==> src/rtl/pkt_avg_writer_pkg.sv <==
// Shared constants for the packet averaging writer: FSM state encodings,
// packet size and accumulator width.
package pkt_avg_writer_pkg;

    localparam int BYTES_PER_PKT = 4;
    localparam int SUM_W         = 10;

    localparam logic [0:0] ST_COLLECT = 1'b0;
    localparam logic [0:0] ST_WRITE   = 1'b1;

endpackage

==> src/rtl/pkt_avg_writer_avg_calc.sv <==
// Combinational 4-byte sum to 8-bit mean.
// With AVG_ROUND_EN defined the mean rounds half-up and saturates at 255, otherwise it truncates.
module pkt_avg_calc
    import pkt_avg_writer_pkg::*;
(
    input  logic [SUM_W-1:0] sum_i,
    output logic [7:0]       avg_o
);

`ifdef AVG_ROUND_EN
    logic [SUM_W:0] sum_rnd;
    logic [8:0]     quot;

    // One spare bit so a sum near the top of the range cannot wrap before the shift.
    assign sum_rnd = {1'b0, sum_i} + 11'd2;
    assign quot    = 9'(sum_rnd >> 2);
    assign avg_o   = quot[8] ? 8'hFF : quot[7:0];
`else
    assign avg_o = 8'(sum_i >> 2);
`endif

endmodule

==> src/rtl/pkt_avg_writer.sv <==
// Groups every 4 data bytes of a packet, writes their mean to a result RAM at an
// auto-incrementing address. Rounding mode selected by macro AVG_ROUND_EN (see pkt_avg_calc).
module pkt_avg_writer
    import pkt_avg_writer_pkg::*;
#(
    parameter int ADDR_W    = 5,
    parameter bit STOP_FULL = 1'b0
) (
    input  logic              clk_50,
    input  logic              reset_n,
    input  logic              byte_wr,
    input  logic [7:0]        data_byte,
    output logic              ram_we,
    output logic [ADDR_W-1:0] ram_addr,
    output logic [7:0]        ram_data,
    output logic [1:0]        byte_idx,
    output logic              full,
    output logic              fsm_state_dbg
);

    // Handshake: byte_wr is a single-cycle strobe with no backpressure; every strobe is
    // consumed on the edge it is seen (except once full). ram_we is a one-cycle strobe
    // with ram_addr/ram_data valid alongside it, and no ready is expected from the RAM.

    logic [0:0]        state_q, state_d;
    logic [SUM_W-1:0]  sum_q, sum_d;
    logic [1:0]        idx_q, idx_d;
    logic [ADDR_W-1:0] wr_addr_q, wr_addr_d;
    logic [ADDR_W-1:0] ram_addr_q, ram_addr_d;
    logic [7:0]        ram_data_q, ram_data_d;
    logic              full_q, full_d;

    logic [SUM_W-1:0]  sum_next;
    logic [7:0]        avg;
    logic              accept;

    assign sum_next = sum_q + {2'b00, data_byte};
    assign accept   = byte_wr & ~full_q;

    pkt_avg_calc u_calc (
        .sum_i (sum_next),
        .avg_o (avg)
    );

    always_comb begin
        state_d    = state_q;
        sum_d      = sum_q;
        idx_d      = idx_q;
        wr_addr_d  = wr_addr_q;
        ram_addr_d = ram_addr_q;
        ram_data_d = ram_data_q;
        full_d     = full_q;
        case (state_q)
            ST_COLLECT: begin
                if (accept) begin
                    sum_d = sum_next;
                    idx_d = idx_q + 2'd1;
                    if (idx_q == 2'(BYTES_PER_PKT - 1)) begin
                        state_d    = ST_WRITE;
                        ram_data_d = avg;
                        ram_addr_d = wr_addr_q;
                        idx_d      = 2'd0;
                    end
                end
            end
            ST_WRITE: begin
                state_d   = ST_COLLECT;
                wr_addr_d = wr_addr_q + 1'b1;
                sum_d     = '0;
                idx_d     = 2'd0;
                // The last slot just went out: go full and refuse the overlapping byte.
                if (STOP_FULL && (&wr_addr_q)) begin
                    full_d = 1'b1;
                end else if (byte_wr) begin
                    sum_d = {2'b00, data_byte};
                    idx_d = 2'd1;
                end
            end
            default: begin
                state_d = ST_COLLECT;
            end
        endcase
    end

    always_ff @(posedge clk_50 or negedge reset_n) begin
        if (!reset_n) begin
            state_q    <= ST_COLLECT;
            sum_q      <= '0;
            idx_q      <= 2'd0;
            wr_addr_q  <= '0;
            ram_addr_q <= '0;
            ram_data_q <= 8'd0;
            full_q     <= 1'b0;
        end else begin
            state_q    <= state_d;
            sum_q      <= sum_d;
            idx_q      <= idx_d;
            wr_addr_q  <= wr_addr_d;
            ram_addr_q <= ram_addr_d;
            ram_data_q <= ram_data_d;
            full_q     <= full_d;
        end
    end

    assign ram_we        = (state_q == ST_WRITE);
    assign ram_addr      = ram_addr_q;
    assign ram_data      = ram_data_q;
    assign byte_idx      = idx_q;
    assign full          = STOP_FULL ? full_q : 1'b0;
    assign fsm_state_dbg = state_q[0];

endmodule

==> config.mk <==
export PLATFORM = sky130hd
export DESIGN_NAME = pkt_avg_writer
export DESIGN_NICKNAME = d
export VERILOG_FILES = /design/src/rtl/pkt_avg_writer_pkg.sv /design/src/rtl/pkt_avg_writer_avg_calc.sv /design/src/rtl/pkt_avg_writer.sv
export SDC_FILE = /design/constraint.sdc
export NUM_CORES = 1
export LEC_CHECK = 0
export ABC_AREA = 1
export CORE_MARGIN = 1.5
export CORE_UTILIZATION = 50
export DETAILED_ROUTE_END_ITERATION = 16
export HOLD_SLACK_MARGIN = 0.12
export PLACE_DENSITY = 0.75
export SYNTH_ARGS = -nofsm -noshare
export SYNTH_HDL_FRONTEND = slang
export SYNTH_SLANG_ARGS = --single-unit
==> constraint.sdc <==
create_clock -name clk_50 -period 1.9 [get_ports clk_50]
set_clock_uncertainty 0.1 [all_clocks]
set_input_delay 0.285 -clock clk_50 [delete_from_list [all_inputs] [get_ports clk_50]]
set_output_delay 0.285 -clock clk_50 [all_outputs]
set_load 0.02 [all_outputs]
Word level (Yosys, flattened, before mapping)
Index checks and enable logic that the tools add are counted.
{"block": "totals", "wordCells": 23, "register_bits": 31, "inputBits": 11, "out_inout_bits": 18}
{"block": "classes", "mux": 10, "n_eq_ne": 2, "bitwise_logic": 1, "addsub": 3, "reduce_logical": 1}
{"cell": "10-bit case mux with 2 select lines", "count": 1}
{"cell": "10-bit by 8-bit adder with 10-bit output", "count": 1}
{"cell": "10-bit two-way mux", "count": 1}
{"cell": "8-bit two-way mux", "count": 1}
{"cell": "5-bit by 1-bit adder with 5-bit output, second input constant", "count": 1}
{"cell": "2-bit two-way mux", "count": 2}
{"cell": "2-bit case mux with 2 select lines", "count": 1}
{"cell": "1-bit two-way mux", "count": 3}
{"cell": "3-bit AND reduction", "count": 1}
{"cell": "2-bit by 1-bit adder with 2-bit output, second input constant", "count": 1}
{"cell": "2-bit equality test, second input constant", "count": 1}
{"cell": "2-bit inequality test, second input constant", "count": 1}
{"cell": "1-bit case mux with 2 select lines", "count": 1}
{"cell": "1-bit NOT", "count": 1}

Logic depth before layout (Yosys ltp)
Gate-level depths: netlist (run 1).
{"block": "depth", "depth_word": 4, "mapped_depth": 11, "mapped_depth_nobuf": 11}

Hierarchy
From an unflattened synthesis (run 1), not the netlist that was laid out.
{"block": "unflattened", "cells_unflattened": 250, "area_unflattened_um2": 1881.8}
{"mod": "pkt_avg_writer", "cells_per_inst": 242, "area_per_inst_um2": 1821.7, "instances": 1}
{"mod": "pkt_avg_calc", "cells_per_inst": 8, "area_per_inst_um2": 60.1, "instances": 1}

Worst setup path after synthesis (run 1)
No wires, ideal clock.
{"block": "synth_path", "path_kind": "reg-to-reg", "start": "register sum_q[0]", "end": "register sum_q[6]", "t_required_ps": 1684, "stages_incl_launch_ff": 11, "t_arrival_ps": 1498, "setup_slack_ps": 186, "n_path_buf": 0, "setup_ps": 116, "path_cell_list": "dfrtp_1 ha_1 inv_1 fa_1 nand3b_1 nand2_1 nand2_1 nand3_1 nand3_1 nand2_1 nand2_1"}
{"block": "synth_via", "elab_chain_cells": 3}
{"element": "from (decl)", "line": "pkt_avg_writer.sv:26", "source": "logic [SUM_W-1:0] sum_q, sum_d;"}
{"element": "from (signal assigned)", "line": "pkt_avg_writer.sv:96", "source": "sum_q <= sum_d;"}
{"element": "10-bit by 8-bit adder with 10-bit output", "line": "pkt_avg_writer.sv:37", "source": "assign sum_next = sum_q + {2'b00, data_byte};"}
{"element": "10-bit two-way mux", "line": "pkt_avg_writer.sv:55", "source": "if (accept) begin"}
{"element": "10-bit case mux with 2 select lines", "line": "pkt_avg_writer.sv:53", "source": "case (state_q)"}
Every way passes these cells. The select of a mux whose other input is x is not followed.
A chain may end at the register's enable or synchronous reset.

Final worst setup path (run 1)
{"block": "layout_path", "start": "register state_q (netlist: fsm_state_dbg)", "end": "output fsm_state_dbg"}
{"element": "from (decl)", "line": "pkt_avg_writer.sv:25", "source": "logic [0:0] state_q, state_d;"}
{"element": "from (signal assigned)", "line": "pkt_avg_writer.sv:95", "source": "state_q <= state_d;"}
{"element": "to (decl)", "line": "pkt_avg_writer.sv:18", "source": "output logic fsm_state_dbg"}
No word-level cell between the ends.

==> results of run 1 <==
-- through the flow --
step                      std cells  hold slack [ns]  setup WS [ns]    util
final                           309           0.2048        0.07296  0.6715
after detailed placement        301           0.3667        -0.3868  0.6353
after global placement          301           0.3654        -0.3294  0.6353
after floorplan                 222          -0.1106         0.1859       -
after global routing            309           0.2053       -0.01926  0.6715
after CTS                       309           0.2389      -0.007743  0.6604
-- area by class of cell --
| type | count | area (sq um) |
|---|---|---|
| multi-input cells | 161 | 898.4 |
| well taps | 46 | 57.56 |
| clock buffers | 5 | 37.54 |
| fillers | 294 | 1114 |
| inverters | 23 | 91.34 |
| repair buffers | 40 | 370.4 |
| flip-flops and latches | 31 | 777.0 |
| clock inverters | 3 | 43.79 |
-- power by group through the flow --
stage / Sequential, mW / Clock, mW / Combinational, mW
final: 1.16 / 0.521 / 1.93
after global routing: 1.20 / 0.558 / 2.16
after CTS: 1.15 / 0.524 / 1.87
after detailed placement: 1.16 / 0 / 1.85
after global placement: 1.15 / 0 / 1.81
after floorplan: 1.28 / 0 / 1.08
-- flip-flops by register name, summed over array words and instances, names as in the netlist --
register,flops
byte_idx,2
fsm_state_dbg,1
ram_addr,5
ram_data,8
sum_q,10
wr_addr_q,5
-- final timing paths --
path                          startpoint             to  cells past startpoint
max                        fsm_state_dbg  fsm_state_dbg                      1
min                         data_byte[0]       sum_q[0]                      3
max reg2reg                     sum_q[0]       sum_q[6]                     11
min reg2reg                  ram_data[6]    ram_data[6]                      2
max in group asynchronous        reset_n  fsm_state_dbg                      2
min in group asynchronous        reset_n       sum_q[5]                      2
-- Yosys cell counts (2+ instances only) --
| library cell | count | area share |
|---|---|---|
| ha_1 | 10 | 0.070 |
| nand4_1 | 3 | 0.011 |
| o21ai_0 | 10 | 0.028 |
| buf_4 | 3 | 0.013 |
| a21oi_1 | 5 | 0.014 |
| nand2_1 | 78 | 0.16 |
| dfrtp_1 | 31 | 0.43 |
| nor2_1 | 17 | 0.036 |
| o21ai_2 | 3 | 0.015 |
| a31oi_1 | 2 | 0.0070 |
| inv_1 | 21 | 0.044 |
| nand3_2 | 2 | 0.011 |
| nand3_1 | 13 | 0.036 |
| xor2_1 | 7 | 0.034 |
| buf_2 | 3 | 0.0084 |
-- repair_timing --
action	CTS	global route
hold buffers	0	0
resized for setup	2	13
pin swaps	1	6
setup endpoints to repair	4	7
gates cloned	0	0
-- cells by family after synthesis --
logic type,count (synthesis),share of synthesized area
other,1,0.002100
xor gates and xnor gates,8,0.03924
and+or+nand+nor,117,0.2782
adders and majority gates,11,0.08129
DFF,31,0.4345
buffers and inverters,30,0.08339
AOI/OAI and AO/OA,24,0.08130
-- per-layer routing --
metal / track usage / up-vias / wire length, microns
met5: 0 / - / 0
met4: 0.05833 / 0 / 31
met3: 0.06126 / 4 / 183
met2: 0.3468 / 37 / 1804
met1: 0.2902 / 678 / 1767
li1: - / 785 / -
==> qor.yml, run 1 <==
drt:
  routed_via_density: 4.867
  first_iter_violations: 59
  drt-wirelength-per-cell_microns: 12.26
  drcViolationCount: 0
  vias: 1504
  antenna_left: 0
  firstDrtPassIters: 4
  wirelength_microns: 3787
global_route:
  grt_pass1_wl_microns: 6693
  antenna_found_initial: 0
  grt.overflow.total: 0
  grt_max_degree: 32
  grt_pass1_vias: 1482
  grt_usage: 0.2169
layout:
  final_common_cell: "nand2_1"
  final_cell_area_sq_um: 2276
  drive_gt1_frac: 0.1635
  nets: 284
  num_antenna_cells: 0
  area_delta_synth_final_pct: 27.47
  most-common-layout-cells: "nand2_1, dfrtp_1, clkdlybuf4s50_1, inv_1, nor2_1"
clocking:
  clk_path_buf_depth: 2
  tritoncts: "built"
  cts_root_buf: "clkbuf_4"
  cts.clk_slew.worst_paths_ns: 0.11
  htreeDepth: 2
  post-cts-setup-buffers: 0
  insertion_delay_ns: 0.33
  cts.sinks: 31
  cts_buffers: 5
timing:
  slew_viol_final: 0
  fin_tns_setup_ns: 0
  hold_violations: 0
  fmax_mhz: 547.3
  setup_viol: 0
  min_period_over_period: 0.9616
  fin_crit_ns: 1.827
  grt_setup_unrepaired: "yes"
setup_path:
  path_max_fanout: 9
  slowest_delay_ns: 0.63
  crit_arrival_ns: 1.44
  critPathBufInv: 1
  crit_chain: "clkdlybuf4s50_1"
  critical-path-top-delay-family: "buffers and inverters"
  critPathKind: "reg -> out"
  critPathLaunchType: "flip-flop"
  crit_slowest_cell: "clkdlybuf4s50_1"
  crit_path_end_kind: "output pin"
  rrSetupSlack_ns: 0.08
  required_ns: 1.51
logic_synthesis:
  synthesis.area_sq_um: 1785
  synth_flop_cell: "dfrtp_1"
  ys_async_sr_fraction: 1.000
  synth-edff-count: 0
  ys_warn_count: 0
  synthesis.nets: 244
  synth_cell_type_count: 29
  synth_cells: 222
  ys_ff_latch: 31
  syn_area_per_cell_sq_um: 8.043
  ys_seq_area_frac: 0.4345
job:
  maxCapViolations: 0
power_and_ir_drop:
  power.switching_mw: 1.529
  p_int_mw: 2.076
  power_mw: 3.605
  pwr-share-comb: 0.535
  power_leakage_nw: 1.178
  p_clk_frac: 0.144
  seq_power_share: 0.320
  swShare: 0.4242
  ir_drop_uv: 842.8
  power_density_nw_per_um2: 1584
min_path:
  hold_class: "in -> reg"
floorplanning:
  fp.dieW_microns: 62.76
  num_rows: 21
  ioPinCount: 29
  core_area_sq_um: 3390
  chipHeight_microns: 62.76
  start_util: 0.5268
  die_area_sq_um: 3938
placed_design:
  place_area_sq_um: 2153
  portBuffers: 27
  routabilityCongestion: 0.8073
  dp_hpwl_microns: 2775
run_status:
  status: "finished clean"
Note: power is estimated with default switching activity, not from simulation.
==> inputs of run 2 (changes only) <==
--- a/config.mk
+++ b/config.mk
@@ -6,6 +6,7 @@
 export NUM_CORES = 1
 export LEC_CHECK = 0
 export ABC_AREA = 1
+export CAP_MARGIN = 20
 export CORE_MARGIN = 1.5
 export CORE_UTILIZATION = 50
 export DETAILED_ROUTE_END_ITERATION = 16
==> results of run 2 <==
Same layout as run 1: the final DEF is identical, and so are final timing and power.
==> inputs of run 3 (changes only) <==
--- a/config.mk
+++ b/config.mk
@@ -6,11 +6,12 @@
 export NUM_CORES = 1
 export LEC_CHECK = 0
 export ABC_AREA = 1
-export CAP_MARGIN = 20
+export CAP_MARGIN = 30
 export CORE_MARGIN = 1.5
 export CORE_UTILIZATION = 50
 export DETAILED_ROUTE_END_ITERATION = 16
 export HOLD_SLACK_MARGIN = 0.12
+export MAX_ROUTING_LAYER = met4
 export PLACE_DENSITY = 0.75
 export SYNTH_ARGS = -nofsm -noshare
 export SYNTH_HDL_FRONTEND = slang
==> qor.yml, run 3 (synthesis results as in run 1) <==
min_path:
  hold_path_end: "sum_q[0]"
  min_from: "data_byte[0]"
  hold_class: "in -> reg"
  hold_depth: 3  # unchanged
setup_path:
  critPathKind: "reg -> out"
  path_max_fanout: 9  # unchanged
  crit_arrival_ns: 1.44  # about the same
  critical-path-top-delay-family: "buffers and inverters"
  r2r_end: "sum_q[6]"
  crit_chain: "clkdlybuf4s50_1"
  critPathBufInv: 1  # unchanged
  slowest_delay_ns: 0.63  # about the same
  rrSetupSlack_ns: 0.08  # about the same
  r2r_cells: 11  # unchanged
  crit_slowest_cell: "clkdlybuf4s50_1"
  r2r_start: "sum_q[0]"
  required_ns: 1.51  # about the same
  crit_path_end_kind: "output pin"
  critPathLaunchType: "flip-flop"
timing:
  min_period_over_period: 0.9618  # about the same
  setup_slack_ns: 0.07250  # -0.0004568 ns
  fin_crit_ns: 1.827  # +0.0004568 ns
  fin_tns_setup_ns: 0  # unchanged
  grt_setup_unrepaired: "yes"
  fmax_mhz: 547.2  # about the same
  hold_violations: 0  # unchanged
  setup_viol: 0  # unchanged
  slew_viol_final: 0  # unchanged
placed_design:
  portBuffers: 27  # unchanged
  dp.cells: 301  # unchanged
  dp_slack_ns: -0.3868  # unchanged
  routabilityCongestion: 0.8191  # +1.5%
  dp_hpwl_microns: 2775  # unchanged
clocking:
  cts.clk_slew.worst_paths_ns: 0.11  # about the same
  tritoncts: "built"
  cts_buffers: 5  # unchanged
  insertion_delay_ns: 0.33  # about the same
  post-cts-setup-buffers: 0  # unchanged
  htreeDepth: 2  # unchanged
  cts_hold_buffers: 0  # unchanged
  clk_path_buf_depth: 2  # unchanged
  cts.sinks: 31  # unchanged
  cts_root_buf: "clkbuf_4"
drt:
  antenna_left: 0  # unchanged
  drt-wirelength-per-cell_microns: 12.26  # about the same
  firstDrtPassIters: 4  # unchanged
  drcViolationCount: 0  # unchanged
  routed_via_density: 4.851  # -0.33%
  first_iter_violations: 62  # +5.1%
  vias: 1499  # -0.33%
  wirelength_microns: 3788  # about the same
layout:
  largest_reg_flops: 10  # unchanged
  nets: 284  # unchanged
  num_antenna_cells: 0  # unchanged
  fillers: 294  # unchanged
  seqCellArea_sq_um: 777.0  # unchanged
  top_register: "sum_q"
  area_delta_synth_final_pct: 27.47  # unchanged
  multi_input_area_sq_um: 898.4  # unchanged
  most-common-layout-cells: "nand2_1, dfrtp_1, clkdlybuf4s50_1, inv_1, nor2_1"
  stdcell_count: 309  # unchanged
  final_common_cell: "nand2_1"
  drive_gt1_frac: 0.1635  # unchanged
floorplanning:
  start_util: 0.5268  # unchanged
  ioPinCount: 29  # unchanged
  core_area_sq_um: 3390  # unchanged
  fp.dieW_microns: 62.76  # unchanged
  num_rows: 21  # unchanged
  die_area_sq_um: 3938  # unchanged
  chipHeight_microns: 62.76  # unchanged
power_and_ir_drop:
  power.switching_mw: 1.530  # about the same
  pwr-share-comb: 0.535  # about the same
  p_int_mw: 2.076  # about the same
  power_leakage_nw: 1.178  # unchanged
  p_clk_frac: 0.144  # about the same
  seq_power_share: 0.320  # about the same
  power_density_nw_per_um2: 1584  # about the same
  power_mw: 3.606  # about the same
  swShare: 0.4243  # about the same
  ir_drop_uv: 842.8  # about the same
global_route:
  grt_pass1_vias: 1482  # unchanged
  grt_usage: 0.2231  # +0.006221
  grt_pass1_wl_microns: 6686  # -0.10%
  antenna_found_initial: 0  # unchanged
  grt.overflow.total: 0  # unchanged
  grt_max_degree: 32  # unchanged
job:
  maxCapViolations: 0  # unchanged
run_status:
  status: "finished clean"
run 3: stage by stage:
stage | instance area, sq um | utilization | hold slack (ns)
detailed placement | 2153 | 0.6353 | 0.3667
global route | 2276 | 0.6715 | 0.2053
global placement | 2153 | 0.6353 | 0.3654
floorplan | 1785 | - | -0.1106
finish | 2276 | 0.6715 | 0.2046
CTS | 2238 | 0.6604 | 0.2389
run 3: metal layers:
layer / part of all wire / global-route usage
met5: 0 / -
met4: 0.0074 / 0.05833
met3: 0.041 / 0.05946
met2: 0.48 / 0.3468
met1: 0.48 / 0.2914
run 3: worst max-delay path by stage:
stage / start / to / slack, ns / depth (start not counted)
global placement: data_byte[0] / sum_q[6] / -0.33 / 11
global route: sum_q[0] / sum_q[6] / -0.02 / 11
finish: fsm_state_dbg / fsm_state_dbg / 0.07 / 1
detailed placement: data_byte[0] / sum_q[6] / -0.39 / 11
CTS: data_byte[0] / sum_q[6] / -0.008 / 11
floorplan: sum_q[0] / sum_q[6] / 0.19 / 10
run 3: worst register-to-register path, stage by stage, from the launching register on:
cell and delay (ns):
dfrtp_1 0.37, ha_2 0.19, inv_2 0.04, fa_2 0.35
nand3b_1 0.17, nand2_2 0.14, nand2_2 0.08, nand2_1 0.08
nand2_2 0.06, nand3_2 0.06, nand2_1 0.06, nand2_1 0.06
run 3: power by group through the flow:
stage / clock, mW / sequential (mW) / combinational (mW)
final: 0.521 / 1.15 / 1.93
after global routing: 0.558 / 1.20 / 2.16
after CTS: 0.524 / 1.15 / 1.87
after detailed placement: 0 / 1.16 / 1.85
after global placement: 0 / 1.15 / 1.81
after floorplan: 0 / 1.28 / 1.08
run 3: cell type report:
cell class,instances,share of cell area
multi-input cells,161,0.3947
clock buffers,5,0.01649
well taps,46,0.02529
repair buffers,40,0.1627
inverters,23,0.04013
clock inverters,3,0.01924
flip-flops and latches,31,0.3414
run 3: what timing repair did:
item | 4_1_cts | 5_1_grt
setup endpoints to repair | 4 | 7
pin swaps | 1 | 6
gates resized for setup | 2 | 13
gates cloned | 0 | 0
